### config.mk
export PLATFORM = sky130hd
export DESIGN_NAME = down_counter_timer
export DESIGN_NICKNAME = d
export VERILOG_FILES = /design/src/rtl/down_counter_timer.sv
export SDC_FILE = /design/constraint.sdc
export NUM_CORES = 1
export LEC_CHECK = 0
export ABC_AREA = 1
export CORE_MARGIN = 3
export CORE_UTILIZATION = 45
export DETAILED_ROUTE_END_ITERATION = 8
export PLACE_DENSITY = 0.8
export SLEW_MARGIN = 15
export SYNTH_ARGS = -nofsm -noshare
export SYNTH_HDL_FRONTEND = slang
export SYNTH_SLANG_ARGS = --single-unit
### constraint.sdc
create_clock -name clk -period 3.1 [get_ports clk]
set_input_delay 0.465 -clock clk [delete_from_list [all_inputs] [get_ports clk]]
set_output_delay 0.465 -clock clk [all_outputs]
set_load 0.005 [all_outputs]
### src/rtl/down_counter_timer.sv
// Loadable down-counter timer: counts a programmed value down to zero, pulses tc on
// expiry, then either parks in DONE or reloads the stored value for periodic operation.
module down_counter_timer #(
  parameter int WIDTH = 4
) (
  input  logic             clk,
  input  logic             reset,
  input  logic             load,
  input  logic [WIDTH-1:0] load_value,
  input  logic             enable,
  input  logic             auto_reload,
  output logic [WIDTH-1:0] count,
  output logic             busy,
  output logic             tc,
  output logic             done
);

  typedef enum logic [1:0] {
    S_IDLE = 2'd0,
    S_RUN  = 2'd1,
    S_DONE = 2'd2
  } state_t;

  localparam logic [WIDTH-1:0] ZERO = WIDTH'(0);
  localparam logic [WIDTH-1:0] ONE  = WIDTH'(1);

  state_t           r_state;
  logic [WIDTH-1:0] r_count;
  logic [WIDTH-1:0] r_reload;
  logic             r_tc;

  state_t           w_state_nxt;
  logic [WIDTH-1:0] w_count_nxt;
  logic [WIDTH-1:0] w_reload_nxt;
  logic             w_tc_nxt;

  // State, counter, reload value and tc pulse registers
  always_ff @(posedge clk or posedge reset) begin
    if (reset) begin
      r_state  <= S_IDLE;
      r_count  <= ZERO;
      r_reload <= ZERO;
      r_tc     <= 1'b0;
    end else begin
      r_state  <= w_state_nxt;
      r_count  <= w_count_nxt;
      r_reload <= w_reload_nxt;
      r_tc     <= w_tc_nxt;
    end
  end

  // Next-state logic; load overrides everything, including an expiring count
  always_comb begin
    w_state_nxt  = r_state;
    w_count_nxt  = r_count;
    w_reload_nxt = r_reload;
    w_tc_nxt     = 1'b0;
    if (load) begin
      w_count_nxt  = load_value;
      w_reload_nxt = load_value;
      w_state_nxt  = (load_value != ZERO) ? S_RUN : S_IDLE;
    end else begin
      case (r_state)
        S_RUN: begin
          if (enable) begin
            if (r_count == ONE) begin
              w_tc_nxt = 1'b1;
              if (auto_reload) begin
                w_count_nxt = r_reload;
              end else begin
                w_count_nxt = ZERO;
                w_state_nxt = S_DONE;
              end
            end else if (r_count > ONE) begin
              w_count_nxt = r_count - ONE;
            end else begin
              // count==0 in RUN cannot be reached; hold rather than wrap
              w_count_nxt = r_count;
            end
          end else begin
            w_count_nxt = r_count;
          end
        end
        S_DONE: begin
          w_count_nxt = ZERO;
        end
        S_IDLE: begin
          w_count_nxt = r_count;
        end
        default: begin
          w_state_nxt = S_IDLE;
          w_count_nxt = ZERO;
        end
      endcase
    end
  end

  assign count = r_count;
  assign tc    = r_tc;
  assign busy  = (r_state == S_RUN);
  assign done  = (r_state == S_DONE);

endmodule

=== After elaboration in Yosys (flattened, before gate mapping) ===
Cells that the tools add are included.

* Muxes and demuxes: 16
* Equality and inequality tests: 9
* Order comparisons: 1
* Bitwise operators: 0
* Reduce and logical (&&, ||, !) cells: 5
* Add/sub/neg operators: 1
* Multiply operators: 0
* Div/mod/pow operators: 0
* Shifts and indexed selects: 0

{| class="wikitable"
|+ Operators by type and width
! cell !! number
|-
| $mux 4 || 5
|-
| $mux 2 || 4
|-
| $pmux 4 s2 || 1
|-
| $ne 3x3->1 const B || 2
|-
| $mux 1 || 5
|-
| $eq 4x1->1 const B || 1
|-
| $gt 4x1->1 const B || 1
|-
| $ne 4x2->1 const B || 1
|-
| $pmux 2 s2 || 1
|-
| $reduce_and 4->1 || 1
|-
| $reduce_bool 4->1 || 1
|-
| $sub 4x1->4 const B || 1
|-
| $ne 3x2->1 const B || 1
|-
| $reduce_and 3->1 || 1
|-
| $eq 2x1->1 const B || 1
|-
| $eq 2x2->1 const B || 1
|-
| $logic_not 2->1 || 1
|-
| $ne 2x1->1 const B || 1
|-
| $ne 2x2->1 const B || 1
|-
| $reduce_or 2->1 || 1
|}

* Bits in latches: 0
* Output and inout bits: 7
* Memories kept: 0
* Logic and storage cells: 36
* Bits of input ports: 9
* Register bits after elaboration: 11
* Bits in writable memories: 0
* ROM bits: 0

=== Logic depth before layout (Yosys ltp) ===
* Depth after elaboration: 6
* Gate-level depth with buffers: 9
* Gate-level depth less buffers: 9

=== Worst setup path before layout ===
OpenSTA, ideal clock, no wires.

* Kind: flip-flop to flip-flop
* From: register r_count[1], in the netlist count[1]
* To: register r_state[0]
* Buffers on the path: 0
* Data arrival time: 1.086 ns
* Setup slack: 1.885 ns
* Period minus slack after synthesis: 1.215 ns
* Cell stages (with the launch flop): 8
* Path through: dfrtp_1 inv_1 ha_1 nand2_2 o21ai_1 nand2_2 nand2_1 nand3_1

* Cells in the longest elaborated chain, start to end: 3

{| class="wikitable"
|+ Ends and longest elaborated chain
! element !! line !! source
|-
| start, declared || 28 || <nowiki>logic [WIDTH-1:0] r_count;</nowiki>
|-
| start signal, assigned || 46 || <nowiki>r_count <= w_count_nxt;</nowiki>
|-
| $eq 4x1->1 || 66 || <nowiki>if (r_count == ONE) begin</nowiki>
|-
| $ne 3x2->1 (no line) || - ||
|-
| $reduce_and 4->1 (no line) || - ||
|-
| end signal, assigned || 45 || <nowiki>r_state <= w_state_nxt;</nowiki>
|-
| end, declared || 27 || <nowiki>state_t r_state;</nowiki>
|}

Every way passes these cells.
A chain may end at the register's enable or synchronous reset.

=== Final worst setup path ===
* From: register r_state[0]
* To: output busy

* Cells in the longest elaborated chain, start to end: 1

{| class="wikitable"
|+ Ends and longest elaborated chain
! element !! line !! source
|-
| $eq 2x1->1 || 100 || <nowiki>assign busy = (r_state == S_RUN);</nowiki>
|-
| end, declared || 13 || <nowiki>output logic busy,</nowiki>
|}

Every way passes these cells.

==> reports/results.env <==
STATUS='completed'
PLACE_HPWL_UM=1170
CTS.REPORTEDPATHS.CLKPINSLEW_NS=0.08
DIE_Y_UM=45.8
SYNTHXORXNORAREAFRAC_PCT=0
BOUNDARYPINS=16
LEAKAGE_nW=0.466
COMPOUND_CELL_AREA_SHARE_OF_THE_YOSYS_NETLIST_PCT=11.4
CP-START-KIND='flop'
FINALMAXSLEWVIOLATIONS=0
CLOCKROOTBUFFER='sky130_fd_sc_hd__clkbuf_4'
DRC=0
ANTENNA_FOUND_INITIAL=0
WORST_PATH_ARRIVAL_NS=1.54
FINAL_AREA_UM2=905
CTS.HOLD.BUFFERS_ADDED=0
ROUTED_VIA_DENSITY=4.94
POWER_DENSITY_nW_PER_UM2=796
TOTAL_NETS_FINAL=128
FIRST_PASS_ITERS=4
MAPPEDNETLISTAREA_UM2=714
GLOBALROUTEMET1UTIL_PCT=23.5
ASYNC_FLOP_SHARE_PCT=100
FP.DIEAREA_UM2=2100
SYN-NUM-NETS=109
POSTLAYOUTCOREUTIL_PCT=64.7
FINALCRITICALPERIOD_NS=2.00
FINAL.PERIOD_UTILIZATION_PCT=64.6
WORSTSETUPPATHTYPE='flop to output pin'
GRT_PASS1_WL_UM=2640
FINAL_GLOBAL_ROUTE_OVERFLOW_TOTAL=0
SYNTHDISTINCTLIBCELLS=20
PIN_COUNT_OF_THE_BIGGEST_NET_ENTERING_GLOBAL_ROUTING=14
CTS_BUFS_INSERTED=3
DIE_WIDTH_UM=45.8
YOSYSSEQAREASHARE_PCT=38.5
INSERTEDDIODECOUNT=0
VIA_COUNT=647
STD_CELL_ROWS=13
RSZ0062_AT_GRT='false'
SETUP_TOTAL_NEGATIVE_SLACK_NS=0
GRT_USE_TOTAL_PCT=18.2
YS.FLOP_TYPE='sky130_fd_sc_hd__dfrtp_1'
NUMBER_OF_GLOBAL_ROUTE_VIAS_BEFORE_REPAIR=591
CTS_REPAIR_RESIZE_COUNT=0
PLACE_WORST_SETUP_SLACK_NS=1.15
PLACE.PORT_BUFFERS=15
DOMINANT_COMBINATIONAL_CELL_FAMILY_BY_AREA_AFTER_SYNTHESIS='simple AND/OR/NAND/NOR gates'
HTREE_LEVELS=1
GLOBAL_ROUTE.PEAK_USAGE_LAYER='met2'
PLACE_CONGESTION=0.842
TRITONCTS_CLOCK_TREE='yes'
POST_SYNTH_EDFFS=0
SYNTHMUXAREASHARE_PCT=0
POST_SYNTH_MAIN_AREA_CONTRIBUTORS='sky130_fd_sc_hd__dfrtp_1 (39%), sky130_fd_sc_hd__nand2_1 (20%), sky130_fd_sc_hd__nand3_1 (4.9%)'
CTS_SETUP_BUFFERS=0
MAX_CAPACITANCE_VIOLATION_COUNT=0
DRT-INITIAL-DRC-COUNT=26
SYNTHESIS.YOSYS.WARNINGS=0
GR-USAGE-MET2_PCT=28.0
FIN_SKEW_NS=0.00654
SYNTH_CELLS=98
PROPORTION_OF_NETLIST_AREA_HELD_BY_THE_LARGEST_AREA_CONTRIBUTOR_PCT=38.5
SYNTH_MOST_COMMON_CELL='sky130_fd_sc_hd__nand2_1'
HOLD_PATH.CLASS='input pin to asynchronous set/reset pin'
MAXIMUM_RESISTIVE_DROP_ON_VDD_uV=377
CP_DATA_REQUIRED_TIME_NS=2.63
TIMING.CRITICAL_PATH.FANOUT_MAX=5
FF_LATCH_AREA_UM2=275
PLACEMENT.CELL_AREA_UM2=878
FINAL-HOLD-VIOLATION-COUNT=0
STARTING_DENSITY_PCT=51.1
FINAL_LAYOUT_SIZE_SUFFIX_GT1_SHARE_PCT=17.2
SYNTH_SIMPLE_GATE_AREA_SHARE_PCT=38.5
DRT_WL_TOTAL_UM=1520
SYN-MEAN-INSTANCE-AREA_UM2=7.29
FIN_WORST_SETUP_SLACK_NS=1.10
SYNTH.LARGEST_AREA_CELL='sky130_fd_sc_hd__dfrtp_1'
CORE_AREA_UM2=1400
FINAL_ANTENNA_NET_COUNT=0
CRITPATHCAPTURETYPE='output pin'
GRTUSAGEMET3_PCT=4.74
FMAXACHIEVABLE_GHz=0.499
CTS.SINK_COUNT=11
SYNTH_SEQ_CELLS=11
CLOCKBUFFERDEPTH=2
MAX_SLEW.WORST_PIN.SLEW_NS=0.453
FILLERS=127
DRT-WIRELENGTH-PER-CELL_UM=11.6
CLOCK_LATENCY_NS=0.28
SLEW-LIMIT-HEADROOM_PCT=69.8
SETUP_VIOL_COUNT_FINAL=0
SYNTH.TOP_CELLS.BY_COUNT='sky130_fd_sc_hd__nand2_1 (38), sky130_fd_sc_hd__dfrtp_1 (11), sky130_fd_sc_hd__inv_1 (9)'
FRACTION_OF_THE_MAPPED_NETLIST_AREA_IN_ADDER_CELLS_PCT=3.50
FLOW.AREA_GROWTH_FROM_SYNTHESIS_PCT=26.6
MULTI_INPUT_AREA_UM2=382
==> worst paths after layout <==
kind / start / endpoint / slack [ns] / cells after the start
max: r_state[0] / busy / 1.10 / 3
min: reset / r_state[1] / 0.49 / 2
max reg2reg: count[1] / count[2] / 1.73 / 8
min reg2reg: r_reload[1] / r_reload[1] / 0.53 / 2
max in group asynchronous: reset / count[2] / 2.30 / 2
min in group clk: r_reload[1] / r_reload[1] / 0.53 / 2
==> metrics by stage <==
stage,total power (W),instances,hold slack [ns]
after global placement,0.000611,127,0.518
after floorplan,0.000488,98,0.317
after detailed placement,0.000621,127,0.518
after CTS,0.000726,131,0.499
final,0.000720,131,0.487
after global routing,0.000793,131,0.523
==> registers in the layout, summed over array words and instances (netlist names) <==
signal    count
count         4
tc            1
r_reload      4
r_state       2
==> per-layer routing <==
layer  wire length, um  vias up
met5                 0        -
met4                34        0
met3                86        5
met2               668       23
met1               730      280
li1                  -      339
==> layout make-up <==
type                            instances  area share [%]
Clock buffer                            4            2.90
Inverter                               14            5.81
Multi-Input combinational cell         72            42.2
Sequential cell                        11            30.4
Tap cell                               15            2.07
Timing Repair Buffer                   15            16.6
==> worst max-delay path, stage by stage, from the launching register on <==
cell and delay, ns:
sky130_fd_sc_hd__dfrtp_1 0.45, sky130_fd_sc_hd__inv_2 0.09, sky130_fd_sc_hd__nor2_2 0.18, sky130_fd_sc_hd__clkdlybuf4s50_1 0.54
==> where the power goes <==
| part | internal, W | switching [W] |
|---|---|---|
| registers | 0.000182 | 0.0000537 |
| clock network | 0.0000499 | 0.0000515 |
| logic | 0.000172 | 0.000210 |
| total | 0.000405 | 0.000316 |
==> logic make-up (layout without fill, tap and decap cells) <==
group	count (synthesis)	in the layout
AO/OA/AOI/OAI	10	10
adder cells (fa/ha/maj)	2	2
buffers and inverters	15	33
flip-flops	11	11
AND/OR/NAND/NOR	60	60
==> cell usage in the layout (no fill, tap or decap) <==
cell and n:
sky130_fd_sc_hd__nand2_1 38, sky130_fd_sc_hd__clkdlybuf4s50_1 15, sky130_fd_sc_hd__dfrtp_1 11, sky130_fd_sc_hd__inv_1 9, sky130_fd_sc_hd__nand3_1 7, sky130_fd_sc_hd__inv_2 5, sky130_fd_sc_hd__nor2_2 4, sky130_fd_sc_hd__nor2_1 4
sky130_fd_sc_hd__o21ai_0 4, sky130_fd_sc_hd__clkbuf_4 3, sky130_fd_sc_hd__nor2_4 2, sky130_fd_sc_hd__nand2_2 2, sky130_fd_sc_hd__o21ai_4 2, sky130_fd_sc_hd__ha_1 2, sky130_fd_sc_hd__nand2_4 1, sky130_fd_sc_hd__o21ai_1 1
sky130_fd_sc_hd__o21ai_2 1, sky130_fd_sc_hd__o21bai_1 1, sky130_fd_sc_hd__nor3_1 1, sky130_fd_sc_hd__or2_1 1, sky130_fd_sc_hd__o31ai_1 1, sky130_fd_sc_hd__clkbuf_1 1
(Power assumes the default switching activity.)
